===== src/rtl/hazard_unit_pkg.sv =====
// Shared pipeline definitions for the hazard unit: MULT/DIV FSM encoding,
// busy-counter width and default unit latencies.
package hazard_unit_pkg;
   localparam int unsigned MD_CNT_W    = 6;
   localparam int unsigned MUL_LAT_DEF = 4;
   localparam int unsigned DIV_LAT_DEF = 32;

   typedef enum logic {
      IDLE = 1'b0,
      BUSY = 1'b1
   } mdState_t;

   typedef logic [MD_CNT_W-1:0] mdCnt_t;
endpackage


===== src/rtl/hazard_unit_if.sv =====
// Pipeline-control bundle between the ID/EX stages and the hazard unit.
interface hazard_unit_if;
   logic [4:0]  ID_Rs;
   logic [4:0]  ID_Rt;
   logic        ID_UsesRt;
   logic        EX_MemRead;
   logic [4:0]  EX_WR_out;
   logic        ID_MDStart;
   logic        ID_MDOp;
   logic        ID_ReadsHiLo;
   logic        EX_BranchTaken;
   logic        PCWrite;
   logic        IF_IDWrite;
   logic        ID_EX_Flush;
   logic        IF_ID_Flush;
   logic        MD_Busy;
   logic [15:0] StallCount;

   modport master (
      output ID_Rs, ID_Rt, ID_UsesRt, EX_MemRead, EX_WR_out,
             ID_MDStart, ID_MDOp, ID_ReadsHiLo, EX_BranchTaken,
      input  PCWrite, IF_IDWrite, ID_EX_Flush, IF_ID_Flush, MD_Busy, StallCount
   );

   modport slave (
      input  ID_Rs, ID_Rt, ID_UsesRt, EX_MemRead, EX_WR_out,
             ID_MDStart, ID_MDOp, ID_ReadsHiLo, EX_BranchTaken,
      output PCWrite, IF_IDWrite, ID_EX_Flush, IF_ID_Flush, MD_Busy, StallCount
   );
endinterface


===== src/rtl/hazard_unit_cmp.sv =====
// Load-use detector: a load in EX whose destination feeds the ID instruction.
module hazard_cmp (
   input  logic       memRead,
   input  logic [4:0] exWr,
   input  logic [4:0] rs,
   input  logic [4:0] rt,
   input  logic       usesRt,
   output logic       loadUse
);
   // $0 is hardwired to zero, so a load targeting it never creates a dependency.
   assign loadUse = memRead && (exWr != '0) &&
                    ((exWr == rs) || (usesRt && (exWr == rt)));
endmodule


===== src/rtl/hazard_unit.sv =====
// Hazard unit: load-use and MULT/DIV occupancy stalls, branch flushes,
// and a saturating stall-cycle counter.
module hazard_unit
   import hazard_unit_pkg::*;
#(
   parameter int unsigned MUL_LAT = MUL_LAT_DEF,
   parameter int unsigned DIV_LAT = DIV_LAT_DEF
) (
   input  logic      clk,
   input  logic      rst,
   hazard_unit_if.slave hz
);
   localparam mdCnt_t MUL_RELOAD = mdCnt_t'(MUL_LAT - 1);
   localparam mdCnt_t DIV_RELOAD = mdCnt_t'(DIV_LAT - 1);

   mdState_t    state, stateNext;
   mdCnt_t      cnt, cntNext;
   logic        loadUse;
   logic        mdHazard;
   logic        accept;
   logic        stall;
   logic [15:0] stallCount;

   hazard_cmp uCmp (
      .memRead (hz.EX_MemRead),
      .exWr    (hz.EX_WR_out),
      .rs      (hz.ID_Rs),
      .rt      (hz.ID_Rt),
      .usesRt  (hz.ID_UsesRt),
      .loadUse (loadUse)
   );

   assign mdHazard = (state == BUSY) && (hz.ID_ReadsHiLo || hz.ID_MDStart);
   assign accept   = hz.ID_MDStart && !hz.EX_BranchTaken && !loadUse && !mdHazard;
   // A taken branch squashes the ID instruction, so its hazards never stall.
   assign stall    = !hz.EX_BranchTaken && (loadUse || mdHazard);

   always_comb begin
      hz.PCWrite     = 1'b1;
      hz.IF_IDWrite  = 1'b1;
      hz.ID_EX_Flush = 1'b0;
      hz.IF_ID_Flush = 1'b0;
      if (hz.EX_BranchTaken) begin
         hz.ID_EX_Flush = 1'b1;
         hz.IF_ID_Flush = 1'b1;
      end else if (stall) begin
         hz.PCWrite     = 1'b0;
         hz.IF_IDWrite  = 1'b0;
         hz.ID_EX_Flush = 1'b1;
      end
   end

   always_comb begin
      stateNext = state;
      cntNext   = cnt;
      case (state)
         IDLE: begin
            if (accept) begin
               stateNext = BUSY;
               cntNext   = hz.ID_MDOp ? DIV_RELOAD : MUL_RELOAD;
            end
         end
         BUSY: begin
            if (cnt != '0) begin
               cntNext = cnt - 1'b1;
            end else if (accept) begin
               cntNext = hz.ID_MDOp ? DIV_RELOAD : MUL_RELOAD;
            end else begin
               stateNext = IDLE;
            end
         end
         default: begin
            stateNext = IDLE;
            cntNext   = '0;
         end
      endcase
   end

   always_ff @(posedge clk or negedge rst) begin
      if (!rst) begin
         state <= IDLE;
         cnt   <= '0;
      end else begin
         state <= stateNext;
         cnt   <= cntNext;
      end
   end

   always_ff @(posedge clk or negedge rst) begin
      if (!rst) begin
         stallCount <= '0;
      end else if (stall && (stallCount != '1)) begin
         stallCount <= stallCount + 16'd1;
      end
   end

   assign hz.MD_Busy    = (state == BUSY);
   assign hz.StallCount = stallCount;
endmodule


===== src/flat_wrapper.sv =====
// flat-port wrapper written by rule: the top's interface ports become plain ports
module hazard_unit_flat import hazard_unit_pkg::*;
#(
   parameter int unsigned MUL_LAT = MUL_LAT_DEF,
   parameter int unsigned DIV_LAT = DIV_LAT_DEF
)
  (clk, rst, hz_ID_Rs, hz_ID_Rt, hz_ID_UsesRt, hz_EX_MemRead, hz_EX_WR_out, hz_ID_MDStart, hz_ID_MDOp, hz_ID_ReadsHiLo, hz_EX_BranchTaken, hz_PCWrite, hz_IF_IDWrite, hz_ID_EX_Flush, hz_IF_ID_Flush, hz_MD_Busy, hz_StallCount);
  hazard_unit_if hz_i ();
  input  logic clk;
  input  logic rst;
  input wire logic [$bits(hz_i.ID_Rs)-1:0] hz_ID_Rs;
  input wire logic [$bits(hz_i.ID_Rt)-1:0] hz_ID_Rt;
  input wire logic [$bits(hz_i.ID_UsesRt)-1:0] hz_ID_UsesRt;
  input wire logic [$bits(hz_i.EX_MemRead)-1:0] hz_EX_MemRead;
  input wire logic [$bits(hz_i.EX_WR_out)-1:0] hz_EX_WR_out;
  input wire logic [$bits(hz_i.ID_MDStart)-1:0] hz_ID_MDStart;
  input wire logic [$bits(hz_i.ID_MDOp)-1:0] hz_ID_MDOp;
  input wire logic [$bits(hz_i.ID_ReadsHiLo)-1:0] hz_ID_ReadsHiLo;
  input wire logic [$bits(hz_i.EX_BranchTaken)-1:0] hz_EX_BranchTaken;
  output wire logic [$bits(hz_i.PCWrite)-1:0] hz_PCWrite;
  output wire logic [$bits(hz_i.IF_IDWrite)-1:0] hz_IF_IDWrite;
  output wire logic [$bits(hz_i.ID_EX_Flush)-1:0] hz_ID_EX_Flush;
  output wire logic [$bits(hz_i.IF_ID_Flush)-1:0] hz_IF_ID_Flush;
  output wire logic [$bits(hz_i.MD_Busy)-1:0] hz_MD_Busy;
  output wire logic [$bits(hz_i.StallCount)-1:0] hz_StallCount;
  assign hz_i.ID_Rs = hz_ID_Rs;
  assign hz_i.ID_Rt = hz_ID_Rt;
  assign hz_i.ID_UsesRt = hz_ID_UsesRt;
  assign hz_i.EX_MemRead = hz_EX_MemRead;
  assign hz_i.EX_WR_out = hz_EX_WR_out;
  assign hz_i.ID_MDStart = hz_ID_MDStart;
  assign hz_i.ID_MDOp = hz_ID_MDOp;
  assign hz_i.ID_ReadsHiLo = hz_ID_ReadsHiLo;
  assign hz_i.EX_BranchTaken = hz_EX_BranchTaken;
  assign hz_PCWrite = hz_i.PCWrite;
  assign hz_IF_IDWrite = hz_i.IF_IDWrite;
  assign hz_ID_EX_Flush = hz_i.ID_EX_Flush;
  assign hz_IF_ID_Flush = hz_i.IF_ID_Flush;
  assign hz_MD_Busy = hz_i.MD_Busy;
  assign hz_StallCount = hz_i.StallCount;
  hazard_unit #(.MUL_LAT(MUL_LAT), .DIV_LAT(DIV_LAT)) u_core (.clk(clk), .rst(rst), .hz(hz_i));
endmodule

===== config.mk =====
export PLATFORM = sky130hd
export DESIGN_NAME = hazard_unit_flat
export DESIGN_NICKNAME = d
export VERILOG_FILES = /design/src/rtl/hazard_unit_pkg.sv /design/src/rtl/hazard_unit_if.sv /design/src/rtl/hazard_unit_cmp.sv /design/src/rtl/hazard_unit.sv /design/src/flat_wrapper.sv
export SDC_FILE = /design/constraint.sdc
export NUM_CORES = 1
export LEC_CHECK = 0
export CAP_MARGIN = 15
export CORE_ASPECT_RATIO = 0.6
export CORE_MARGIN = 8
export CORE_UTILIZATION = 52
export CTS_BUF_LIST = sky130_fd_sc_hd__clkbuf_8
export DETAILED_ROUTE_END_ITERATION = 7
export PLACE_DENSITY_LB_ADDON = 0.05
export REMOVE_ABC_BUFFERS = 1
export SLEW_MARGIN = 10
export SYNTH_ARGS = -nofsm -noshare
export SYNTH_HDL_FRONTEND = slang
export SYNTH_SLANG_ARGS = --single-unit

===== constraint.sdc =====
create_clock -name clk -period 6.05 [get_ports clk]
set_input_delay 1.21 -clock clk [delete_from_list [all_inputs] [get_ports clk]]
set_output_delay 1.21 -clock clk [all_outputs]
set_load 0.03 [all_outputs]

### After elaboration in Yosys (flattened, before gate mapping)

Index checks and enable logic that the tools add are counted.
Widths: inputs -> output; s select.

* bits in registers: 23
* output and inout bits: 21
* input bits: 23

* reduce and logical (&&, ||, !) cells: 17
* equal/unequal tests: 3
* bitwise operators: 1
* mux-type cells: 12
* add/sub/neg operators: 2

Operators by type and width (count)
* $add 16x1->16 const B: 1
* $ne 16x16->1 const B: 1
* $mux 6: 2
* $pmux 6 s2: 1
* $eq 5x5->1: 2
* $logic_and 1x1->1: 9
* $mux 1: 7
* $reduce_bool 6->1: 1
* $sub 6x1->6 const B: 1
* $mux 5: 1
* $reduce_bool 5->1: 1
* $logic_not 1->1: 3
* $logic_or 1x1->1: 3
* $pmux 1 s2: 1
* $not 1->1: 1

### Logic depth before layout (Yosys ltp)

Gate-level depths: netlist (run 1).

* word-level depth: 10
* depth in mapped cells: 8

### By module

From an unflattened synthesis (run 1), not the netlist that was laid out.

* cells, all modules: 136
* area, all modules: 1393.8 µm²

By module, submodules not included
* hazard_unit: times used 1, cells an instance 119, area each 1261.2 µm², seq. area each 575.6 µm²
* hazard_cmp: times used 1, cells an instance 17, area each 132.6 µm², seq. area each 0.0 µm²

### Worst setup path before layout (run 1)

OpenSTA, ideal clock, no wires.

* kind: input -> output
* from: in hz_EX_WR_out[4]
* to: out hz_PCWrite
* data required time: 4840 ps
* path buffers: 3
* arrival time: 2775 ps
* stages on the path: 8
* path slack: 2065 ps
* cell sequence: xor2_1 -> nor4_2 -> a32oi_1 -> o21a_1 -> buf_6 -> buf_6 -> or2_2 -> buf_4

* cells in the longest elaborated chain, start to end: 8
* elaborated cells between the ends (all ways): 11
* those cells by class: eq/ne: 2; mux: 2; reduce/logical: 7

RTL lines
* from (decl): RTL line flat_wrapper.sv:15 `input wire logic [$bits(hz_i.EX_WR_out)-1:0] hz_EX_WR_out;`
* $eq 5x5->1: RTL line hazard_unit_cmp.sv:12 `((exWr == rs) || (usesRt && (exWr == rt)));`
* $logic_and 1x1->1: RTL line hazard_unit_cmp.sv:12
* $logic_or 1x1->1: RTL line hazard_unit_cmp.sv:12
* $logic_and 1x1->1 *: RTL line hazard_unit_cmp.sv:11 `assign loadUse = memRead && (exWr != '0) &&`
* $logic_or 1x1->1 *: RTL line hazard_unit.sv:36 `assign stall = !hz.EX_BranchTaken && (loadUse || mdHazard);`
* $logic_and 1x1->1 *: RTL line hazard_unit.sv:36
* $mux 1 * (2 in a row)
* to (decl): RTL line flat_wrapper.sv:20 `output wire logic [$bits(hz_i.PCWrite)-1:0] hz_PCWrite;`

Mark *: on every way between the ends. The rest lies on a longest branch, timed or not.

### Worst setup path in the final report (run 1)

* from: in hz_EX_WR_out[0]
* to: out hz_PCWrite

* cells in the longest elaborated chain, start to end: 8
* elaborated cells between the ends (all ways): 11
* those cells by class: eq/ne: 2; mux: 2; reduce/logical: 7

RTL lines
* $eq 5x5->1: RTL line hazard_unit_cmp.sv:12
* $logic_and 1x1->1: RTL line hazard_unit_cmp.sv:12
* $logic_or 1x1->1: RTL line hazard_unit_cmp.sv:12
* $logic_and 1x1->1 *: RTL line hazard_unit_cmp.sv:11
* $logic_or 1x1->1 *: RTL line hazard_unit.sv:36
* $logic_and 1x1->1 *: RTL line hazard_unit.sv:36
* $mux 1 *: RTL line hazard_unit.sv:46 `end else if (stall) begin`
* $mux 1 *: RTL line hazard_unit.sv:43 `if (hz.EX_BranchTaken) begin`

Marked as above.

==> results of run 1 <==
## per-stage QoR
stage,power [µW],util [%]
detailed placement,543,72.5
global route,681,74.9
CTS,643,74.3
finish,641,74.9
floorplan,426,-
global placement,532,72.5
## cell type report
| class | instances | share of cell area (%) |
|---|---|---|
| clock buffer | 3 | 2.16 |
| multi-input combinational | 105 | 41.6 |
| tap | 32 | 2.09 |
| inverter | 3 | 0.588 |
| timing repair buffer | 44 | 23.3 |
| clock inverter | 1 | 0.261 |
| sequential | 23 | 30.1 |
## flip-flops by register name (all words and copies together) (netlist names)
signal                flops
u_core.hz.MD_Busy         1
u_core.hz.StallCount     16
u_core.cnt                6
## cells by family after synthesis
| family | count (synthesis) | synth area share, % |
|---|---|---|
| adder cells (fa/ha/maj) | 3 | 2.62 |
| buffers and inverters | 10 | 4.20 |
| XOR/XNOR | 24 | 14.7 |
| multiplexers | 2 | 1.57 |
| AO/OA/AOI/OAI | 15 | 7.87 |
| flip-flops | 23 | 40.2 |
| AND/OR/NAND/NOR | 61 | 28.8 |
## power by group through the flow
stage | registers [µW] | logic [µW] | clock network [µW]
CTS | 250 | 293 | 101
floorplan | 286 | 141 | 0
global placement | 249 | 283 | 0
finish | 251 | 293 | 96.9
detailed placement | 252 | 292 | 0
global route | 258 | 316 | 107
## critical path, cell delays in order
cell,delay [ns]
sky130_fd_sc_hd__clkdlybuf4s50_1,0.47
sky130_fd_sc_hd__or4_1,0.55
sky130_fd_sc_hd__o21ai_1,0.17
sky130_fd_sc_hd__o21a_1,0.71
sky130_fd_sc_hd__or2_2,0.25
sky130_fd_sc_hd__clkdlybuf4s50_1,0.67
## synthesized netlist by cell type (all sizes together)
cell type  instances  area share, %
dfrtp             23             40
xor2              23             14
nor4              11            8.5
nand2              9            2.4
nand3              9            3.1
nor2               8            2.3
nor3               6            2.4
buf                5            2.9
nand4              5            2.2
o21ai              4            1.7
a31oi              3            1.3
ha                 3            2.6
inv                3           0.79
nor4b              3            3.1
o211a              3            2.1
or2                3            1.3
and3               2           0.87
clkbuf             2           0.52
mux2               2            1.6
or4                2            1.0
a2bb2oi            1           0.61
a32oi              1           0.61
and4               1           0.61
nand2b             1           0.44
nor3b              1           0.52
o211ai             1           0.52
o21a               1           0.52
o31ai              1           0.52
xnor2              1           0.61
## how the worst min path moves through the flow
| stage | from | endpoint | slack (ns) | cells after the start |
|---|---|---|---|---|
| floorplan | u_core.cnt[5]$_DFF_PN0_ | u_core.cnt[5]$_DFF_PN0_ | 0.45 | 1 |
| global placement | u_core.cnt[5]$_DFF_PN0_ | u_core.cnt[5]$_DFF_PN0_ | 0.47 | 1 |
| detailed placement | u_core.hz.StallCount[4]$_DFFE_PN0P_ | u_core.hz.StallCount[4]$_DFFE_PN0P_ | 0.50 | 1 |
| CTS | u_core.cnt[5]$_DFF_PN0_ | u_core.cnt[5]$_DFF_PN0_ | 0.51 | 1 |
| global route | u_core.hz.StallCount[4]$_DFFE_PN0P_ | u_core.hz.StallCount[4]$_DFFE_PN0P_ | 0.53 | 1 |
| finish | u_core.cnt[5]$_DFF_PN0_ | u_core.cnt[5]$_DFF_PN0_ | 0.51 | 1 |
## routing by layer
layer	part of all wire [%]	wire length, µm	vias up	global-route usage (%)
met1	45	1630	593	19.4
met3	5.6	204	5	4.46
met4	1.2	44	0	5.13
met2	48	1750	38	24.4
met5	0	0	-	0
li1	-	-	592	-
==> results.txt, run 1 <==
The final clock period utilization by the worst path is 86.6%. The actual slew at the worst max-slew pin came out at 0.904 ns. The layout cell share with drive strength beyond 1 is 12.3%. The worst setup path is of the in2out kind. The total area of multi-input combinational cells is 796 µm². The internal portion of the total power is 373 µW. The mapped cell area is 1430 µm². Buffers placed on the I/O ports in this run total 43. After technology mapping, the gate count stands at 138.

Measured in cells, the most critical reg-to-reg path has a length of 6. The tree is rooted in a sky130_fd_sc_hd__clkbuf_8. Measured against its own limit, the worst slew margin works out to 39.6%. STA puts the critical path data required time at 4.84 ns. The worst setup slack after placement is 0.838 ns.

The clock buffer count from CTS came out at 3. The number of max-cap violations is 0. STA classifies the critical path startpoint as a primary input. The first-pass iteration count of the detailed router is 4. Dividing the detail-routed via count by the number of cells gives 5.82. The total power divided by cell area is 335 nW/µm². The maximum number of pins on one net before global-route repair came out at 24. The number of max-slew violations in the final report came out at 0.

The combinational power share is 45.7%. The total routing usage reported by global routing came out at 15.4%. The count of different cell masters after synthesis came out at 38. The growth of design area from synthesis to finish is 33.7%. TritonCTS built the clock tree. The number of DRC markers in iteration 0 is 84. After clock tree synthesis, the clock-pin slew on the worst setup and hold paths is 0.08 ns. VDD sags by at most 0.000237 V. The number of antenna violations at the first check in global routing is 0. The number of buffers inserted by post-CTS setup repair is 0. The width of the die came out at 83.7 µm. The number of warnings reported in the yosys synthesis log is 0.

The data arrival time of the critical path is 4.03 ns. Net switching is 41.8% of the power. The minimum period implied by the final worst setup slack came out at 5.24 ns. The core outline area is 2560 µm². The number of cells after detailed placement is 206. For this run, the top clock speed supported by timing is 191 MHz. The total number of clock tree sinks is 23.

At the later pin of the worst-skew pair, clock insertion delay measures 0.27 ns. The worst clock skew on the final layout is 0.00359 ns. The sequential share of the synthesized area is 40.2%. The share of power burned in the clock network came out at 15.1%. In this run the remaining antenna-violating nets after routing total 0.

The flow ran to the end, and the final reports show no timing, DRC or antenna violations. The post-synthesis area per instance is 10.4 µm². The residual overflow from global routing came out at 0. The total of hold buffers inserted after clock tree synthesis came out at 0. The routability congestion estimate came out at 0.800.

STA classifies the critical path endpoint as an output port. The total number of placement rows came out at 14. Counting the fill cells in the layout gives 178. The setup slack after layout came out at 0.813 ns. The critical path ends at hz_PCWrite. The final wirelength came out at 3630 µm. The number of cells upsized or downsized after cts is 0. The die footprint is 4740 µm². The internal reg-to-reg setup slack came out at 3.95 ns.

In this run the critical register-to-register path is launched from u_core.hz.StallCount[6]$_DFFE_PN0P_. After the flow finishes, the layout carries non-filler instances totaling 211. After routing the design area is 1910 µm². The number of global-route vias before repair came out at 1,244. Summed over all cells, the static leakage comes to 0.000799 µW. The number of failing hold endpoints at the final stage came out at 0. 44 I/O pins were placed. After routing, the total negative slack on setup checks comes to 0 ns. The worst register-to-register path ends at u_core.hz.StallCount[1]$_DFFE_PN0P_. The register area is 576 µm². The post-detailed-placement half-perimeter wirelength is 2770 µm. Counting along the longest clock path gives a buffer depth of 2. The first global-routing pass estimated 6040 µm of wire. The detail-routed net length per standard cell is 17.2 µm. The number of design rule violations left after detail routing is 0. The post-layout net count came out at 206. The starting density of the core is 56.0%. Leaving out fill and tap cells, the most frequent cell in the layout is sky130_fd_sc_hd__clkdlybuf4s50_1.

Once placement finished, the instance area stood at 1850 µm². The via count is 1,228. CTS built an H-tree with a depth of 1.

Sequential cells account for 39.1% of the total power. Leaving out fill and tap cells, the most frequent cells in the layout are sky130_fd_sc_hd__clkdlybuf4s50_1, sky130_fd_sc_hd__xor2_1, sky130_fd_sc_hd__dfrtp_1. The origin of the worst setup path is hz_EX_WR_out[0]. The total of flip-flops plus latches after synthesis is 23. The chip height came out at 56.6 µm. The final-report setup violation count came out at 0. The number of diodes is 0. The tightest hold margin is 0.507 ns.

Setup repair after global routing left no endpoint under its margin. The reported net switching power is 268 µW. The type of the most critical hold path is reg2reg. The highest fanout seen on the critical path came out at 18.
Power figures use the tool's default switching activity.
==> inputs of run 2 (changes only) <==
--- a/config.mk
+++ b/config.mk
@@ -13,6 +13,7 @@
 export DETAILED_ROUTE_END_ITERATION = 7
 export PLACE_DENSITY_LB_ADDON = 0.05
 export REMOVE_ABC_BUFFERS = 1
+export SETUP_SLACK_MARGIN = 0.02
 export SLEW_MARGIN = 10
 export SYNTH_ARGS = -nofsm -noshare
 export SYNTH_HDL_FRONTEND = slang
==> results of run 2 <==
Same layout as run 1: the final DEF is identical, and so are final timing and power.
